<file path="config.mk">
export PLATFORM = sky130hd
export DESIGN_NAME = membus_arbiter
export DESIGN_NICKNAME = d
export VERILOG_FILES = /design/src/rtl/membus_arbiter.sv
export SDC_FILE = /design/constraint.sdc
export NUM_CORES = 1
export LEC_CHECK = 0
export CELL_PAD_IN_SITES_DETAIL_PLACEMENT = 0
export CELL_PAD_IN_SITES_GLOBAL_PLACEMENT = 2
export CORE_AREA = 5 5 212 214
export CTS_CLUSTER_SIZE = 12
export DETAILED_ROUTE_END_ITERATION = 8
export DIE_AREA = 0 0 217 219
export PLACE_DENSITY_LB_ADDON = 0.1
export SYNTH_ARGS = -nofsm -noshare
export SYNTH_HDL_FRONTEND = slang
export SYNTH_SLANG_ARGS = --single-unit
</file>
<file path="constraint.sdc">
create_clock -name clk -period 1.9 [get_ports clk]
set_input_delay 0.19 -clock clk [delete_from_list [all_inputs] [get_ports clk]]
set_output_delay 0.19 -clock clk [all_outputs]
set_load 0.01 [all_outputs]
</file>
<file path="src/rtl/membus_arbiter.sv">
// rtl/membus_arbiter.sv - N-master to 1-slave Membus arbiter with in-order response routing
module membus_arbiter #(
    parameter int NUM_MASTERS     = 2,
    parameter int ADDR_WIDTH      = 64,
    parameter int DATA_WIDTH      = 64,
    parameter int MAX_OUTSTANDING = 4,
    parameter int RR_MODE         = 0
) (
    input  logic                                   clk,
    input  logic                                   rst,
    input  logic [NUM_MASTERS-1:0]                 m_valid,
    output logic [NUM_MASTERS-1:0]                 m_ready,
    input  logic [NUM_MASTERS*ADDR_WIDTH-1:0]      m_addr,
    input  logic [NUM_MASTERS-1:0]                 m_wen,
    input  logic [NUM_MASTERS*DATA_WIDTH-1:0]      m_wdata,
    input  logic [NUM_MASTERS*DATA_WIDTH/8-1:0]    m_wmask,
    output logic [NUM_MASTERS-1:0]                 m_rvalid,
    output logic [DATA_WIDTH-1:0]                  m_rdata,
    output logic                                   s_valid,
    input  logic                                   s_ready,
    output logic [ADDR_WIDTH-1:0]                  s_addr,
    output logic                                   s_wen,
    output logic [DATA_WIDTH-1:0]                  s_wdata,
    output logic [DATA_WIDTH/8-1:0]                s_wmask,
    input  logic                                   s_rvalid,
    input  logic [DATA_WIDTH-1:0]                  s_rdata,
    output logic [$clog2(MAX_OUTSTANDING+1)-1:0]   outstanding,
    output logic                                   err_orphan
);
    localparam int MASK_W = DATA_WIDTH / 8;
    localparam int IDX_W  = (NUM_MASTERS > 1) ? $clog2(NUM_MASTERS) : 1;
    localparam int PTR_W  = (MAX_OUTSTANDING > 1) ? $clog2(MAX_OUTSTANDING) : 1;
    localparam int CNT_W  = $clog2(MAX_OUTSTANDING + 1);
    localparam logic [CNT_W-1:0] CNT_MAX  = CNT_W'(MAX_OUTSTANDING);
    localparam logic [PTR_W-1:0] PTR_LAST = PTR_W'(MAX_OUTSTANDING - 1);
    localparam logic [IDX_W-1:0] IDX_LAST = IDX_W'(NUM_MASTERS - 1);

    logic [IDX_W-1:0] id_mem [MAX_OUTSTANDING];
    logic [PTR_W-1:0] wr_ptr;
    logic [PTR_W-1:0] rd_ptr;
    logic [CNT_W-1:0] count;
    logic [IDX_W-1:0] rr_ptr;
    logic             err_q;

    logic [IDX_W-1:0] win;
    logic             found;
    int               idx;
    logic             any_valid;
    logic             can_issue;
    logic             accept;
    logic             pop;
    logic             orphan;
    logic [IDX_W-1:0] head;

    assign any_valid = |m_valid;
    // A response popping this cycle frees a slot for a same-cycle issue.
    assign can_issue = (count < CNT_MAX) || (s_rvalid && (count != '0));
    assign s_valid   = rst && any_valid && can_issue;
    assign accept    = s_valid && s_ready;
    assign pop       = rst && s_rvalid && (count != '0);
    assign orphan    = s_rvalid && (count == '0);
    assign head      = id_mem[rd_ptr];

    // Fixed priority is the round-robin scan with the start pinned to 0.
    always_comb begin
        win   = '0;
        found = 1'b0;
        idx   = 0;
        for (int k = 0; k < NUM_MASTERS; k++) begin
            idx = k + ((RR_MODE != 0) ? int'(rr_ptr) : 0);
            if (idx >= NUM_MASTERS) idx = idx - NUM_MASTERS;
            if (!found && m_valid[idx]) begin
                win   = IDX_W'(idx);
                found = 1'b1;
            end
        end
    end

    always_comb begin
        s_addr  = '0;
        s_wen   = 1'b0;
        s_wdata = '0;
        s_wmask = '0;
        if (s_valid) begin
            s_addr  = m_addr[int'(win)*ADDR_WIDTH +: ADDR_WIDTH];
            s_wen   = m_wen[win];
            s_wdata = m_wdata[int'(win)*DATA_WIDTH +: DATA_WIDTH];
            s_wmask = m_wmask[int'(win)*MASK_W +: MASK_W];
        end
    end

    always_comb begin
        m_ready = '0;
        if (accept) m_ready[win] = 1'b1;
    end

    always_comb begin
        m_rvalid = '0;
        if (pop) m_rvalid[head] = 1'b1;
    end

    assign m_rdata     = s_rdata;
    assign outstanding = count;
    assign err_orphan  = err_q;

    always_ff @(posedge clk) begin
        if (accept) id_mem[wr_ptr] <= win;
    end

    always_ff @(posedge clk or negedge rst) begin
        if (!rst) begin
            wr_ptr <= '0;
            rd_ptr <= '0;
            count  <= '0;
            rr_ptr <= '0;
            err_q  <= 1'b0;
        end else begin
            if (accept) begin
                wr_ptr <= (wr_ptr == PTR_LAST) ? '0 : wr_ptr + PTR_W'(1);
                if (RR_MODE != 0) rr_ptr <= (win == IDX_LAST) ? '0 : win + IDX_W'(1);
            end
            if (pop) rd_ptr <= (rd_ptr == PTR_LAST) ? '0 : rd_ptr + PTR_W'(1);
            case ({accept, pop})
                2'b10:   count <= count + CNT_W'(1);
                2'b01:   count <= count - CNT_W'(1);
                default: count <= count;
            endcase
            if (orphan) err_q <= 1'b1;
        end
    end
endmodule

</file>
* Word level (Yosys, flattened, before mapping)
Memory sizes are Yosys's and may differ from the RTL's.
Index checks and enable logic that the tools add are counted.
** Word-level totals
- Memory bits (read-only) :: 0
- Register bits :: 8
- Memory bits (writable) :: 4
- Word-level logic and storage cells :: 56
- Memories :: 1
- Latch bits :: 0
- Output and inout port bits :: 210
** Operators by class
- Multiply operators :: 0
- Add/subtract/negate cells :: 4
- Equality and inequality tests :: 4
- Bitwise operators :: 0
- Divide/modulo/power cells :: 0
- Magnitude comparators :: 5
- Reduce and logical (&&, ||, !) cells :: 16
- Mux-type cells :: 19
- Shift operators :: 3
** Memory list
- id_mem :: words 4, width 1, rd ports 1, clocked after Yosys merged registers in 0, write ports 1, line 38 : logic [IDX_W-1:0] id_mem [MAX_OUTSTANDING];
** Operators by type and width (number)
- $shiftx A128 B8 Y64 :: 2
- $mux W64 :: 2
- $shiftx A16 B5 Y8 :: 1
- $logic_and A1 B1 Y1 :: 10
- $mux W1 :: 9
- $mux W2 :: 4
- $mux W8 :: 1
- $eq A2 B2 Y1 const B :: 3
- $pmux W3 S2 :: 1
- $add A2 B1 Y2 const B :: 2
- $lt A1 B2 Y1 const B :: 2
- $add A3 B1 Y3 const B :: 1
- $logic_not A3 Y1 :: 1
- $lt A3 B3 Y1 const B :: 1
- $reduce_bool A3 Y1 :: 1
- $sub A3 B1 Y3 const B :: 1
- $demux W1 S1 :: 2
- $eq A2 B1 Y1 const B :: 1
- $ge A1 B1 Y1 const B :: 2
- $reduce_bool A2 Y1 :: 1
- $reduce_or A2 Y1 :: 1
- $logic_not A1 Y1 :: 1
- $logic_or A1 B1 Y1 :: 1

* Depth between registers and ports, before layout
Gate-level depths: netlist (run 1).
- Depth in word-level cells :: 9
- Mapped depth :: 8

* Least setup slack after synthesis (run 1)
OpenSTA, ideal clock, no wires.
- Kind :: reg-to-reg
- Start point :: register count[2], in the netlist outstanding[2]
- End point :: register count[2], in the netlist outstanding[2]
- Library setup time :: 0.080 ns
- Buffers on the path :: 0
- Data required time :: 1.820 ns
- Path slack :: 0.023 ns
- Arrival time :: 1.798 ns
- Cell stages (with the launch flop) :: 9
- Cell sequence :: dfrtp_1 -> nand2b_1 -> o2111ai_1 -> ha_1 -> inv_1 -> fa_1 -> xor2_1 -> nor2_1 -> xor2_1
** Between the ends
- Longest elaborated chain between the ends :: 7
- Elaborated cells on any way between the ends :: 13
** Ends and longest elaborated chain
- from (decl) :: line 41 : logic [CNT_W-1:0] count;
- from (signal assigned) :: line 124 : 2'b10: count <= count + CNT_W'(1);
- from (signal assigned) :: line 125 : 2'b01: count <= count - CNT_W'(1);
- from (signal assigned) :: line 126 : default: count <= count;
- parallel branches: the longest is 7 deep, another holds $lt A3 B3 Y1
Several ways; the timed one is not identified.
A chain may end at the register's enable or synchronous reset.

* Worst setup path after layout (run 1)
- Start point :: register count[2], in the netlist outstanding[2]
- End point :: output port s_wdata[51]
** Between the ends
- Longest elaborated chain between the ends :: 5
- Elaborated cells on any way between the ends :: 6
** Ends and longest elaborated chain
- parallel branches: the longest is 2 deep, another holds $lt A3 B3 Y1
- $logic_or A1 B1 Y1 * :: line 57 : assign can_issue = (count < CNT_MAX) || (s_rvalid && (count != '0));
- $logic_and A1 B1 Y1 * :: line 58 : assign s_valid = rst && any_valid && can_issue;
- $mux W64 * :: line 84 : if (s_valid) begin
- to (decl) :: line 23 : output logic [DATA_WIDTH-1:0] s_wdata,
Every way passes the cells marked *.

==> results of run 1 <==
==> worst max-delay path, delay by kind of cell, from the launching register on <==
kind / cells / cell delay [ns]
simple gates: 1 / 0.09
buf+inv: 4 / 0.72
compound gates: 2 / 0.22
flops: 1 / 0.40
==> through the flow <==
stage / TNS [ns] / hold WS (ns)
floorplan: 0 / -0.106
global placement: -52.98 / 0.380
detailed placement: -51.74 / 0.380
CTS: -0.221 / 0.155
global route: -0.0969 / 0.182
finish: 0 / 0.157
==> cells in the final DEF (no fill, tap or decap), types with 3 or more instances in the layout <==
| master | n |
|---|---|
| nor2_1 | 5 |
| buf_4 | 53 |
| clkbuf_16 | 3 |
| clkdlybuf4s15_2 | 3 |
| bufbuf_16 | 4 |
| a21oi_2 | 18 |
| clkdlybuf4s50_1 | 279 |
| buf_2 | 68 |
| and3_1 | 4 |
| dfrtp_1 | 8 |
| a21oi_1 | 115 |
| mux2_2 | 3 |
| a21oi_4 | 4 |
| buf_16 | 3 |
| clkdlybuf4s15_1 | 5 |
| nand2_1 | 274 |
| inv_1 | 7 |
| buf_12 | 25 |
| ha_1 | 6 |
| dlygate4sd2_1 | 14 |
| buf_6 | 3 |
| clkbuf_2 | 49 |
| edfxtp_1 | 4 |
==> worst min-delay path by stage <==
| stage | from | slack, ns | endpoint | depth (start not counted) |
|---|---|---|---|---|
| 2_1_floorplan | rst | -0.11 | err_orphan | 0 |
| 3_3_place_gp | s_rdata[20] | 0.38 | m_rdata[20] | 0 |
| 3_5_place_dp | s_rdata[20] | 0.38 | m_rdata[20] | 0 |
| 4_1_cts | rst | 0.15 | rd_ptr[0] | 2 |
| 5_1_grt | rst | 0.18 | rd_ptr[0] | 2 |
| 6_report | rst | 0.16 | rd_ptr[0] | 2 |
==> cells by family (layout without fill, tap and decap cells) <==
logic type               count (synthesis)  count (layout)
AND/OR/NAND/NOR                        288             288
buffers and inverters                  117             520
AO/OA/AOI/OAI                          142             142
adder cells (fa/ha/maj)                  7               7
other                                    0               2
multiplexers                             5               5
XOR/XNOR                                 3               3
flip-flops                              12              12
==> power groups by stage <==
stage	registers [mW]	clock network (mW)	logic [mW]
finish	0.456	0.374	2.74
global placement	0.462	0	2.81
global route	0.471	0.399	3.00
floorplan	0.484	0	1.04
detailed placement	0.462	0	2.75
CTS	0.459	0.384	2.90
==> sequential cells by signal (all words and copies together), names as in the netlist <==
register / count
outstanding: 3
err_orphan: 1
id_mem: 4
wr_ptr: 2
rd_ptr: 2
==> area by class of cell <==
class,count,area [um2],share of cell area (%)
antenna,2,5.00,0.0621
inverter,8,37.5,0.466
timing repair buffer,508,4760,59.1
multi-input combinational,445,2170,27.0
tap,546,683,8.48
sequential,12,320,3.97
clock buffer,4,78.8,0.978
==> per-layer routing <==
metal | up-vias | track usage, %
met2 | 333 | 21.0
met1 | 2255 | 11.8
met4 | 6 | 1.79
li1 | 2587 | -
met3 | 26 | 4.81
met5 | - | 0
==> what timing repair did <==
item	in CTS	in global routing
endpoints found under the hold margin	0	0
resized for setup	380	123
setup endpoints to repair	143	104
buffers inserted	12	0
gates cloned	7	0
==> flow_metrics.py, run 1 <==
metrics = {
    "outcome": {
        "status": "finished clean",
    },
    "clock_network": {
        "cts_made_buffers": 3,
        "cts_root_buf": "clkbuf_16",
        "cts_tree": "done",
        "clock-sinks": 12,
        "postCtsHoldBufs": 0,
        "clk_latency_ns": 0.23,
        "h-tree-depth": 1,
        "clk_path_buf_depth": 2,
        "clk_pin_slew_worst_paths_ns": 0.04,
    },
    "drt": {
        "drt-met1-wl_mm": 10.6,
        "vias": 5207,
        "dr.pass1.iters": 4,
        "drc_errors": 0,
        "wl_met2_mm": 14.8,
        "wl_mm": 28.7,
        "drt_iter0_drc": 128,
        "drtAntennaViolNets": 0,
        "highest_layer": "met5",
        "routedWlPerCell_um": 18.8,
        "wl_met3_mm": 3.04,
        "vias_per_cell": 3.41,
    },
    "cells_and_area": {
        "area_delta_synth_final_pct": 158,
        "drive_gt1_share_pct": 25.1,
        "nets": 1329,
        "nFillCells": 4923,
        "final_area_um2": 8060,
        "post-route-util_pct": 18.9,
        "final_cells": 1525,
    },
    "worst_setup_path": {
        "start_kind": "flop",
        "path_common_cell": "buf_12",
        "rrSetupSlack_ns": 0.10,
        "startpoint": "outstanding[2]",
        "path_class": "reg2out",
        "cp.arrival_ns": 1.66,
        "crit_path_end_kind": "output pin",
        "cp.required_ns": 1.71,
        "slowest_delay_ns": 0.40,
        "cp_slowest_cell": "dfrtp_1",
        "rr_worst_depth": 9,
        "r2r_end": "outstanding[2]",
        "crit_fanout": 9,
        "crit_chain": "nand2b_4 -> o211ai_4 -> buf_12 -> buf_12 -> buf_4 -> a21oi_2 -> clkdlybuf4s15_2",
        "endpoint": "s_wdata[51]",
        "r2r-start": "outstanding[2]",
    },
    "yosys": {
        "synth_area_um2": 3130,
        "synth_compound_area_share_pct": 24.0,
        "async_flop_share_pct": 66.7,
        "synth_seq_cells": 12,
        "synth_top_area_cell": "nand2_1",
        "yosys.area_share.simple_pct": 35.4,
        "synthAdderAreaFrac_pct": 3.04,
        "syn_nets": 925,
        "synth_top_family_by_area": "simple AND/OR/NAND/NOR gates",
        "synth_edf_count": 4,
        "synth_xor_xnor_area_share_pct": 0.840,
        "synth_warnings": 0,
        "synth_commonest_cells": "nand2_1, a21oi_1, buf_4",
        "synth_top_area_share_pct": 32.9,
        "netlist_top_cells_area": "nand2_1, a21oi_1, buf_4, dfrtp_1, buf_2",
        "yosysUniqueCellTypes": 28,
        "ys.flop_type": "dfrtp_1",
        "syn_avg_cell_area_um2": 5.45,
        "postSynthCellCount": 574,
        "ys_seq_area_share_pct": 10.2,
        "yosysMostFrequentCell": "nand2_1",
        "synthMuxAreaShare_pct": 2.12,
    },
    "floorplanning": {
        "core.rowCount": 76,
        "initial_utilization_pct": 7.33,
        "die-height_um": 219,
        "dieArea_um2": 47500,
        "core-area_um2": 42700,
        "boundaryPins": 554,
        "dieWidth_um": 217,
    },
    "sta": {
        "hold_viol": 0,
        "worst_pin_slew_ns": 0.287,
        "slew_headroom_pct": 80.7,
        "setup_slack_ns": 0.0467,
        "slew_violations": 0,
        "fin_worst_skew_ns": 0.000697,
        "fmax_mhz": 540,
        "rsz0062_at_grt": "true",
        "min_period_over_period_pct": 97.5,
        "min_period_ns": 1.85,
        "setup_viol": 0,
    },
    "power_and_ir_drop": {
        "p_sw_share_pct": 39.0,
        "leakage_nw": 3.61,
        "internal_power_mw": 2.18,
        "power_mw": 3.57,
        "p_comb_share_pct": 76.8,
        "power.share.clock_pct": 10.5,
        "p_seq_share_pct": 12.8,
        "power_switching_mw": 1.40,
        "ir_drop_uv": 246,
        "powerDensity_nw_per_um2": 443,
    },
    "place": {
        "dp_cells": 1501,
        "placed_area_um2": 8090,
        "gp_congestion": 0.696,
        "hpwl_mm": 22.9,
        "portBuffers": 425,
        "post-place-ws_ns": -0.489,
    },
    "grt": {
        "track_usage_pct": 11.2,
        "grt_first_pass_wirelength_mm": 40.0,
        "grt_max_degree": 27,
        "grt_pass1_vias": 5770,
        "overflow": 0,
        "grt_antenna_before_repair": 5,
    },
    "min_path": {
        "hold_path.class": "in2async",
    },
    "run": {
        "max_cap_viol_count": 0,
    },
}
Note: power is estimated with default switching activity, not from simulation.
==> run 2: changes to the inputs <==
==> constraint.sdc (replaced) <==
create_clock -name clk -period 1.75 [get_ports clk]
set_input_delay 0.175 -clock clk [delete_from_list [all_inputs] [get_ports clk]]
set_output_delay 0.175 -clock clk [all_outputs]
set_load 0.05 [all_outputs]
==> flow_metrics.py, run 2 (synthesis gave the netlist of run 1 again) <==
metrics = {
    "power_and_ir_drop": {
        "leakage_nw": 4.18,
        "power.share.clock_pct": 6.3,
        "ir_drop_uv": 355,
        "internal_power_mw": 3.52,
        "power_mw": 6.73,
        "p_seq_share_pct": 7.5,
        "powerDensity_nw_per_um2": 588,
        "p_sw_share_pct": 47.7,
        "p_comb_share_pct": 86.2,
        "power_switching_mw": 3.21,
    },
    "worst_setup_path": {
        "r2r-start": "outstanding[2]",
        "startpoint": "outstanding[2]",
        "cp.required_ns": 1.57,
        "cp_top_family": "buffers and inverters",
        "cp_slowest_cell": "dfrtp_2",
        "crit_buf_inv": 5,
        "path_class": "reg2out",
        "crit_path_end_kind": "output pin",
        "path_common_cell": "buf_12",
        "slowest_delay_ns": 0.43,
        "crit_fanout": 8,
        "start_kind": "flop",
        "cp.arrival_ns": 1.67,
        "crit_chain": "nand2b_4 -> buf_6 -> o211ai_4 -> buf_12 -> buf_16 -> a21oi_2 -> buf_4 -> buf_12",
    },
    "sta": {
        "slew_headroom_pct": 67.1,
        "fmax_mhz": 541,
        "hold_viol": 0,
        "min_period_over_period_pct": 106,
        "min_period_ns": 1.85,
        "slew_violations": 0,
        "rsz0062_at_grt": "true",
        "setup_slack_ns": -0.0974,
        "fin_worst_skew_ns": 0.00301,
        "worst_pin_slew_ns": 0.493,
        "setup_viol": 121,
    },
    "place": {
        "hpwl_mm": 22.9,
        "gp_congestion": 0.708,
        "dp_cells": 1505,
        "post-place-ws_ns": -0.399,
        "portBuffers": 425,
    },
    "cells_and_area": {
        "largest_register_ffs": 4,
        "final_cells": 1524,
        "area_delta_synth_final_pct": 266,
        "largest-register": "id_mem",
        "drive_gt1_share_pct": 39.7,
        "layout_common_cells": "clkdlybuf4s50_1, nand2_1, buf_12",
        "layout_commonest_cell": "clkdlybuf4s50_1",
        "diodes": 0,
        "post-route-util_pct": 26.8,
        "nets": 1330,
    },
    "grt": {
        "grt_antenna_before_repair": 0,
        "overflow": 0,
        "grt_first_pass_wirelength_mm": 39.7,
        "grt_pass1_vias": 6021,
        "grt_max_degree": 24,
        "track_usage_pct": 10.8,
    },
    "clock_network": {
        "cts_root_buf": "clkbuf_16",
        "clock-sinks": 12,
        "clk_pin_slew_worst_paths_ns": 0.05,
        "cts_tree": "done",
        "clk_path_buf_depth": 2,
        "cts_made_buffers": 3,
        "clk_latency_ns": 0.24,
        "h-tree-depth": 1,
    },
    "floorplanning": {
        "boundaryPins": 554,
        "core.rowCount": 76,
        "initial_utilization_pct": 7.33,
        "core-area_um2": 42700,
        "dieArea_um2": 47500,
        "die-height_um": 219,
        "dieWidth_um": 217,
    },
    "outcome": {
        "status": "complete, but fails checks",
        "violations": "negative setup slack",
    },
    "drt": {
        "vias": 5367,
        "dr.pass1.iters": 4,
        "wl_mm": 28.1,
        "routedWlPerCell_um": 18.4,
        "drtAntennaViolNets": 0,
        "drt_iter0_drc": 78,
        "drc_errors": 0,
        "vias_per_cell": 3.52,
    },
    "run": {
        "max_cap_viol_count": 0,
    },
    "min_path": {
        "hold_path.class": "in2async",
    },
}
-- run 2: cell types whose count changed in the layout (fill, tap and decap cells not counted), sizes merged --
cell           delta
clkbuf           -47
bufbuf            -4
clkdlybuf4s15     -7
diode             -2
clkdlybuf4s50     -3
buf              +72
dlygate4sd2      -11
clkinv            +1
-- run 2: metal layers --
layer / wire length, um / global-route usage, % / vias to the layer above
li1: - / - / 2590
met1: 9730 / 11.3 / 2460
met2: 14900 / 20.5 / 301
met3: 3270 / 5.21 / 16
met4: 150 / 0.843 / 0
met5: 0 / 0 / -
-- run 2: worst paths after layout --
path                            depth (start not counted)             end  slack, ns
max in group asynchronous                               3       rd_ptr[0]       1.43
worst min register to register                          1      err_orphan       0.46
worst min-delay path                                    2  outstanding[0]       0.10
worst max register to register                          9  outstanding[2]      -0.04
worst max-delay path                                    8      s_wmask[1]       -0.1
min in group clk                                        0      m_rdata[5]       0.35
-- run 2: stage by stage --
step	hold slack [ns]	area (um2)	setup TNS [ns]
floorplan	-0.121	3150	-37.62
global placement	0.350	9560	-31.72
detailed placement	0.350	9560	-33.55
CTS	0.110	11000	-12.25
global route	0.126	11400	-13.32
finish	0.103	11400	-6.60
-- run 2: repair_timing --
action                                 4_1_cts  5_1_grt
hold buffers                                 0        0
gates cloned                                 3        3
gates resized for setup                    232       69
setup endpoints to repair                  140      142
pin swaps                                    1        2
endpoints found under the hold margin        0        0
setup buffers                                5        7
-- run 2: final cells by class --
type,count,area [um2]
Sequential cell,12,325
Multi-Input combinational cell,445,3550
Timing Repair Buffer,509,6770
Tap cell,546,683
Inverter,8,37.5
Clock inverter,1,3.75
Fill cell,4607,31300
Clock buffer,3,75.1
-- run 2: power groups by stage --
| stage | clock network, mW | registers, mW | logic [mW] |
|---|---|---|---|
| finish | 0.424 | 0.505 | 5.80 |
| floorplan | 0 | 0.673 | 2.34 |
| CTS | 0.433 | 0.507 | 5.64 |
| global placement | 0 | 0.518 | 4.97 |
| global route | 0.451 | 0.523 | 6.10 |
| detailed placement | 0 | 0.517 | 4.93 |
